### src/rtl/otter_pkg.sv
// +--------------------------------------------------------------------------+
// | otter_pkg : shared opcode, CSR func3 and control-FSM state encodings      |
// | Revision  : 1.0                                                          |
// +--------------------------------------------------------------------------+
`default_nettype none

package otter_pkg;

  typedef enum logic [6:0] {
    OP_LUI    = 7'b0110111,
    OP_AUIPC  = 7'b0010111,
    OP_JAL    = 7'b1101111,
    OP_JALR   = 7'b1100111,
    OP_BRANCH = 7'b1100011,
    OP_LOAD   = 7'b0000011,
    OP_STORE  = 7'b0100011,
    OP_IMM    = 7'b0010011,
    OP_RG3    = 7'b0110011,
    OP_SYS    = 7'b1110011
  } opcode_t;

  localparam logic [2:0] F3_MRET  = 3'b000;
  localparam logic [2:0] F3_CSRRW = 3'b001;
  localparam logic [2:0] F3_CSRRS = 3'b010;
  localparam logic [2:0] F3_CSRRC = 3'b011;

  typedef enum logic [2:0] {
    ST_FETCH      = 3'd0,
    ST_FETCH_WAIT = 3'd1,
    ST_EXEC       = 3'd2,
    ST_LOAD_WAIT  = 3'd3,
    ST_INTR       = 3'd4
  } state_t;

  function automatic logic is_csr_op(input logic [2:0] f3);
    return (f3 == F3_CSRRW) || (f3 == F3_CSRRS) || (f3 == F3_CSRRC);
  endfunction

endpackage

`default_nettype wire

### src/rtl/otter_lat_cnt.sv
// +--------------------------------------------------------------------------+
// | otter_lat_cnt : memory-latency countdown (load, saturating decrement,    |
// |                 zero flag)                                               |
// | Revision      : 1.0                                                      |
// +--------------------------------------------------------------------------+
`default_nettype none

module otter_lat_cnt #(
  parameter int MEM_LAT = 1,
  localparam int CNT_W  = $clog2(MEM_LAT) + 1
) (
  input  logic             clk,
  input  logic             rst,
  input  logic             i_load,
  input  logic [CNT_W-1:0] i_value,
  input  logic             i_dec,
  output logic             o_zero
);

  logic [CNT_W-1:0] r_cnt;

  always_ff @(posedge clk or posedge rst) begin
    if (rst) begin
      r_cnt <= '0;
    end else if (i_load) begin
      r_cnt <= i_value;
    end else if (i_dec && (r_cnt != '0)) begin
      r_cnt <= r_cnt - 1'b1;
    end
  end

  assign o_zero = (r_cnt == '0);

endmodule

`default_nettype wire

### src/rtl/otter_cu_fsm.sv
// +--------------------------------------------------------------------------+
// | otter_cu_fsm : OTTER multicycle control unit with variable memory latency|
// | Option       : define OTTER_CU_INTR_EN to enable interrupt entry         |
// | Revision     : 1.0                                                       |
// +--------------------------------------------------------------------------+
`default_nettype none

module otter_cu_fsm
  import otter_pkg::*;
#(
  parameter int MEM_LAT = 1
) (
  input  logic       CLK,
  input  logic       RST,
  input  logic [6:0] opcode,
  input  logic [2:0] func3,
  input  logic       INTR,
  output logic       PC_WRITE,
  output logic       REG_WRITE,
  output logic       MEM_RDEN1,
  output logic       MEM_RDEN2,
  output logic       MEM_WE2,
  output logic       CSR_WE,
  output logic       INT_TAKEN,
  output logic       MRET_EXEC,
  output logic       ILL_INSTR
);

  localparam int CNT_W = $clog2(MEM_LAT) + 1;
  localparam logic [CNT_W-1:0] c_FETCH_WAIT_LD = (MEM_LAT > 1) ? CNT_W'(MEM_LAT - 2) : '0;
  localparam logic [CNT_W-1:0] c_LOAD_WAIT_LD  = CNT_W'(MEM_LAT - 1);

  state_t           r_state;
  state_t           w_next;
  logic             w_cnt_load;
  logic             w_cnt_dec;
  logic [CNT_W-1:0] w_cnt_val;
  logic             w_cnt_zero;
  logic             w_intr;

`ifdef OTTER_CU_INTR_EN
  assign w_intr = INTR;
`else
  logic w_unused_intr;
  assign w_unused_intr = INTR;
  assign w_intr        = 1'b0;
`endif

  otter_lat_cnt #(.MEM_LAT(MEM_LAT)) u_lat_cnt (
    .clk     (CLK),
    .rst     (RST),
    .i_load  (w_cnt_load),
    .i_value (w_cnt_val),
    .i_dec   (w_cnt_dec),
    .o_zero  (w_cnt_zero)
  );

  always_ff @(posedge CLK or posedge RST) begin
    if (RST) r_state <= ST_FETCH;
    else     r_state <= w_next;
  end

  always_comb begin
    w_next     = r_state;
    w_cnt_load = 1'b0;
    w_cnt_dec  = 1'b0;
    w_cnt_val  = '0;
    case (r_state)
      ST_FETCH: begin
        if (MEM_LAT == 1) begin
          w_next = ST_EXEC;
        end else begin
          w_next     = ST_FETCH_WAIT;
          w_cnt_load = 1'b1;
          w_cnt_val  = c_FETCH_WAIT_LD;
        end
      end
      ST_FETCH_WAIT: begin
        if (w_cnt_zero) w_next = ST_EXEC;
        else            w_cnt_dec = 1'b1;
      end
      ST_EXEC: begin
        if (opcode == OP_LOAD) begin
          w_next     = ST_LOAD_WAIT;
          w_cnt_load = 1'b1;
          w_cnt_val  = c_LOAD_WAIT_LD;
        end else begin
          // An mret retires here; a pending interrupt is taken on the next cycle.
          w_next = w_intr ? ST_INTR : ST_FETCH;
        end
      end
      ST_LOAD_WAIT: begin
        if (w_cnt_zero) w_next = w_intr ? ST_INTR : ST_FETCH;
        else            w_cnt_dec = 1'b1;
      end
      ST_INTR: w_next = ST_FETCH;
      default: w_next = ST_FETCH;
    endcase
  end

  always_comb begin
    PC_WRITE  = 1'b0;
    REG_WRITE = 1'b0;
    MEM_RDEN1 = 1'b0;
    MEM_RDEN2 = 1'b0;
    MEM_WE2   = 1'b0;
    CSR_WE    = 1'b0;
    INT_TAKEN = 1'b0;
    MRET_EXEC = 1'b0;
    ILL_INSTR = 1'b0;
    if (!RST) begin
      case (r_state)
        ST_FETCH: MEM_RDEN1 = 1'b1;
        ST_EXEC: begin
          case (opcode)
            OP_LUI, OP_AUIPC, OP_JAL, OP_JALR, OP_IMM, OP_RG3: begin
              REG_WRITE = 1'b1;
              PC_WRITE  = 1'b1;
            end
            OP_BRANCH: PC_WRITE = 1'b1;
            OP_STORE: begin
              MEM_WE2  = 1'b1;
              PC_WRITE = 1'b1;
            end
            OP_LOAD: MEM_RDEN2 = 1'b1;
            OP_SYS: begin
              PC_WRITE = 1'b1;
              if (is_csr_op(func3)) begin
                CSR_WE    = 1'b1;
                REG_WRITE = 1'b1;
              end else if (func3 == F3_MRET) begin
                MRET_EXEC = 1'b1;
              end
            end
            default: begin
              ILL_INSTR = 1'b1;
              PC_WRITE  = 1'b1;
            end
          endcase
        end
        ST_LOAD_WAIT: begin
          if (w_cnt_zero) begin
            REG_WRITE = 1'b1;
            PC_WRITE  = 1'b1;
          end
        end
`ifdef OTTER_CU_INTR_EN
        ST_INTR: begin
          INT_TAKEN = 1'b1;
          PC_WRITE  = 1'b1;
        end
`endif
        default: ;
      endcase
    end
  end

endmodule

`default_nettype wire

### config.mk
export PLATFORM = sky130hd
export DESIGN_NAME = otter_cu_fsm
export DESIGN_NICKNAME = d
export VERILOG_FILES = /design/src/rtl/otter_pkg.sv /design/src/rtl/otter_lat_cnt.sv /design/src/rtl/otter_cu_fsm.sv
export SDC_FILE = /design/constraint.sdc
export NUM_CORES = 1
export LEC_CHECK = 0
export BUFFER_PORTS_ARGS = -buffer_cell sky130_fd_sc_hd__buf_2
export CELL_PAD_IN_SITES_DETAIL_PLACEMENT = 1
export CELL_PAD_IN_SITES_GLOBAL_PLACEMENT = 1
export CORE_AREA = 2 2 39 41
export CTS_CLUSTER_DIAMETER = 150
export CTS_CLUSTER_SIZE = 40
export DETAILED_ROUTE_END_ITERATION = 8
export DIE_AREA = 0 0 41 43
export PLACE_DENSITY_LB_ADDON = 0.1
export SLEW_MARGIN = 20
export SYNTH_ARGS = -nofsm -noshare
export SYNTH_HDL_FRONTEND = slang
export SYNTH_HIERARCHICAL = 1
export SYNTH_SLANG_ARGS = --single-unit
### constraint.sdc
create_clock -name CLK -period 4.3 [get_ports CLK]
set_input_delay 0.645 -clock CLK [delete_from_list [all_inputs] [get_ports CLK]]
set_output_delay 0.645 -clock CLK [all_outputs]
set_load 0.05 [all_outputs]
======== After elaboration in Yosys (flattened, before gate mapping) ========
Index checks and enable logic that the tools add are counted.
word-level totals
  register bits after elaboration ......... 4
  bits of input ports ..................... 13
  output and inout port bits .............. 9
operators by class
  add/sub/neg operators ................... 1
  eq/ne operators ......................... 18
  muxes and demuxes ....................... 35
  reductions and logical operators ........ 10
operators with widths
  operator               count
  $eq A7 B7 Y1 const B   4
  $mux W1                28
  $eq A7 B6 Y1 const B   3
  $eq A7 B5 Y1 const B   2
  $eq A3 B2 Y1 const B   4
  $pmux W3 S4            1
  $reduce_or A10 Y1      1
  $eq A7 B2 Y1 const B   1
  $eq A3 B1 Y1 const B   2
  $logic_not A3 Y1       2
  $mux W3                2
  $pmux W1 S2            3
  $reduce_or A6 Y1       1
  $ne A2 B2 Y1 const B   2
  $logic_or A1 B1 Y1     2
  $mux W2                1
  $reduce_and A2 Y1      1
  $reduce_bool A2 Y1     1
  $reduce_or A2 Y1       1
  $logic_and A1 B1 Y1    1
  $sub A1 B1 Y1 const B  1

======== Logic depth before layout (Yosys ltp) ========
  depth after elaboration ................. 7
  depth in mapped cells ................... 5
  gate-level depth less buffers ........... 5

======== Cells and area by module ========
The synthesis kept the hierarchy.
by module, submodules not included
  module         times used  cells an instance  area an instance (sq um)  seq. area each (sq um)
  otter_cu_fsm   1           37                 282.8                     50.0
  otter_lat_cnt  1           5                  48.8                      25.0

======== Least setup slack after synthesis ========
Ideal clock, no wire load.
  path kind ............................... input -> output
  from .................................... input opcode[2]
  to ...................................... output MEM_RDEN2
  data arrival time ....................... 2.411 ns
  setup slack ............................. 1.244 ns
  cell stages on the path ................. 3
  path buffers ............................ 0
  path through ............................ nand4bb_4 > or4_4 > nor3_1
between the ends
  cells in the longest elaborated chain, start to end .. 4
ends and longest elaborated chain
  element       line                 source
  from (decl)   otter_cu_fsm.sv:15   input logic [6:0] opcode,
  $eq A7 B2 Y1  otter_cu_fsm.sv:115  case (opcode)
  $mux W1       otter_cu_fsm.sv:115
  $mux W1       n/a
  $mux W1       otter_cu_fsm.sv:111  if (!RST) begin
  to (decl)     otter_cu_fsm.sv:21   output logic MEM_RDEN2,
No other way between the ends.

======== Worst setup path in the final report ========
  from .................................... input RST
  to ...................................... output REG_WRITE
between the ends
  cells in the longest elaborated chain, start to end .. 1
ends and longest elaborated chain
  element      line                 source
  from (decl)  otter_cu_fsm.sv:14   input logic RST,
  $mux W1      otter_cu_fsm.sv:111
  to (decl)    otter_cu_fsm.sv:19   output logic REG_WRITE,
No other way between the ends.

==> impl_metrics.toml <==
[worst_setup_path]
critPathMaxFanout = 4
worst_ep_required_time_ns = 3.65
critPathKind = "in -> out"
arrival_ns = 1.91
r2r_start = "r_state[0]$_DFFE_PP0P_"
rrSetupSlack_ns = 3.18
start_kind = "input port"
crit_path_end_kind = "output port"
r2r_cells = 2
reg2reg_to = "r_state[1]$_DFFE_PP0P_"

[cts]
htreeDepth = 1
clock_tree.root_cell = "clkbuf_4"
numCtsBuffers = 3
postCtsSetupBuffers = 0
cts_tree = "built"
clock-sinks = 3
clkTransAtPathRegs_ns = 0.04
clk_latency_ns = 0.23
post_cts_resized = 0
clockBufferDepth = 2
ctsHoldBuffers = 0

[power_and_ir_drop]
seqPwrFrac = 0.257
p_per_area_nw_per_um2 = 394
p_sw_uw = 80.7
pwr-share-clk = 0.278
swShare = 0.441
fin_total_pwr_uw = 183
p_leak_nw = 0.232
ir_worst_vdd_v = 0.0000969
pwr-share-comb = 0.465
p_int_uw = 102

[die]
core_area_sq_um = 1380
die_w_um = 41
initial_core_util = 0.240
die_area_sq_um = 1760
die_h_um = 43
ios = 22
rows = 14

[outcome]
status = "finished, final reports clean"

[cells_and_area]
nets = 78
fin_cells = 80
drive_gt1_frac = 0.453
diodes = 0
area_delta_synth_final_pct = 40.0
fill_cells = 183

[global_routing]
grt_usage = 0.115
grt_pass1_wl_mm = 1.41
grt_pass1_vias = 387
grt_max_degree = 10
antenna_found_initial = 0
gr-total-overflow = 0

[yosys]
ys_ff_latch = 3
ys_seq_area_frac = 0.226
synth_area_leaders = "dfrtp_1 23%, nand4bb_4 8.3%, nor3b_2 7.5%"
yosysTopAreaCellShare = 0.226
synth_cell_types = 23
syn_inst = 42
synth_top_cell_by_area = "dfrtp_1"
ys.warnings.count = 6
syn_area_per_cell_sq_um = 7.89
netlist_area_sq_um = 332

[timing]
maxSlewViolCount = 0
setup_viol = 0
rsz0062_at_grt = "false"
finalHoldViolCount = 0
hold-worst-slack_ns = 0.282
max_freq_mhz = 391
fin_skew_ns = 0.00146
fin_setup_tns_ns = 0
fin_crit_sh = 0.594
fin_crit_ns = 2.55
fin_ws_ns = 1.75

[route]
drc = 0
wl_per_cell_um = 10.9
dr.pass1.iters = 2
drt_iter0_markers = 4
dr_total_vias = 376
wl_um = 870
viasPerCell = 4.70
drtAntennaViolNets = 0

[placement]
pre_cts_ws_ns = 1.74
dpl.cell_count = 76
hpwl_um = 739
gp_congestion = 0.566
io_buffers = 19

[job]
cap_violations = 0

[hold_path]
hold_class = "in -> async"
[synth_stat cells (all sizes together)]
cell	number
and4b	1
nand4bb	1
inv	3
buf	2
nand2	6
nand3b	1
or2	1
nor4	1
o31a	1
dfrtp	3
conb	1
or3	1
nor3b	2
o31ai	1
o221a	1
o22ai	2
a21oi	2
nor2b	2
nor2	5
nor3	4
or4	1
[state kept, by name (all words and copies together) (netlist names)]
register / count
u_lat_cnt/r_cnt: 1
r_state: 2
[power groups by stage]
stage	clock [mW]	sequential, mW	combinational, mW
finish	0.0509	0.0469	0.0851
global route	0.0565	0.0482	0.0923
CTS	0.0533	0.0472	0.0860
detailed placement	0	0.0476	0.0858
global placement	0	0.0477	0.0856
floorplan	0	0.0446	0.0661
[how the worst max path moves through the flow]
stage / slack, ns / end / cells past startpoint / startpoint
floorplan: 1.24 / MEM_RDEN2 / 3 / opcode[2]
global route: 1.64 / REG_WRITE / 5 / r_state[0]$_DFFE_PP0P_
finish: 1.75 / REG_WRITE / 6 / RST
global placement: 1.72 / REG_WRITE / 6 / RST
detailed placement: 1.74 / MEM_RDEN2 / 5 / opcode[2]
CTS: 1.73 / REG_WRITE / 6 / RST
[metrics by stage]
step,cell area (sq um),utilization
final,464,0.335
after floorplan,335,-
after CTS,464,0.335
after global routing,464,0.335
after detailed placement,438,0.316
after global placement,438,0.316
[critical path, stage by stage]
cell and delay [ns]:
buf_2 0.13, nor3b_2 0.21, nand2_1 0.09, or3_1 0.39
o22ai_1 0.16, buf_2 0.28
[layer usage]
layer	vias to the layer above	wire length [um]	global-route usage
li1	190	-	-
met3	0	36	0
met1	175	365	0.138
met2	11	469	0.188
met4	0	0	0.0800
met5	-	0	0
[cell type report]
cell class                 instances  area, sq um  share of cell area
timing repair buffer              19         95.1               0.205
clock buffer                       4         26.3              0.0566
sequential                         3         75.1               0.162
tap                               16         20.0              0.0431
multi-input combinational         35          236               0.509
inverter                           3         11.3              0.0243
[cell usage in the layout, fill, tap and decap left out, drive strengths merged, types with 2 or more instances in the layout]
| master | synthesis | layout |
|---|---|---|
| buf | 2 | 19 |
| nor2b | 2 | 2 |
| nor2 | 5 | 5 |
| inv | 3 | 3 |
| a21oi | 2 | 2 |
| nand2 | 6 | 6 |
| dfrtp | 3 | 3 |
| o22ai | 2 | 2 |
| nor3 | 4 | 4 |
| clkbuf | 0 | 4 |
| nor3b | 2 | 2 |
| conb | 1 | 2 |
[logic make-up (layout without fill, tap and decap cells)]
logic type	count (synthesis)	in the layout	synth area share
compound gates	7	7	0.166
simple gates	26	26	0.525
flops	3	3	0.226
other cells	1	2	0.0113
buf+inv	5	26	0.0717
Power figures use the tool's default switching activity.
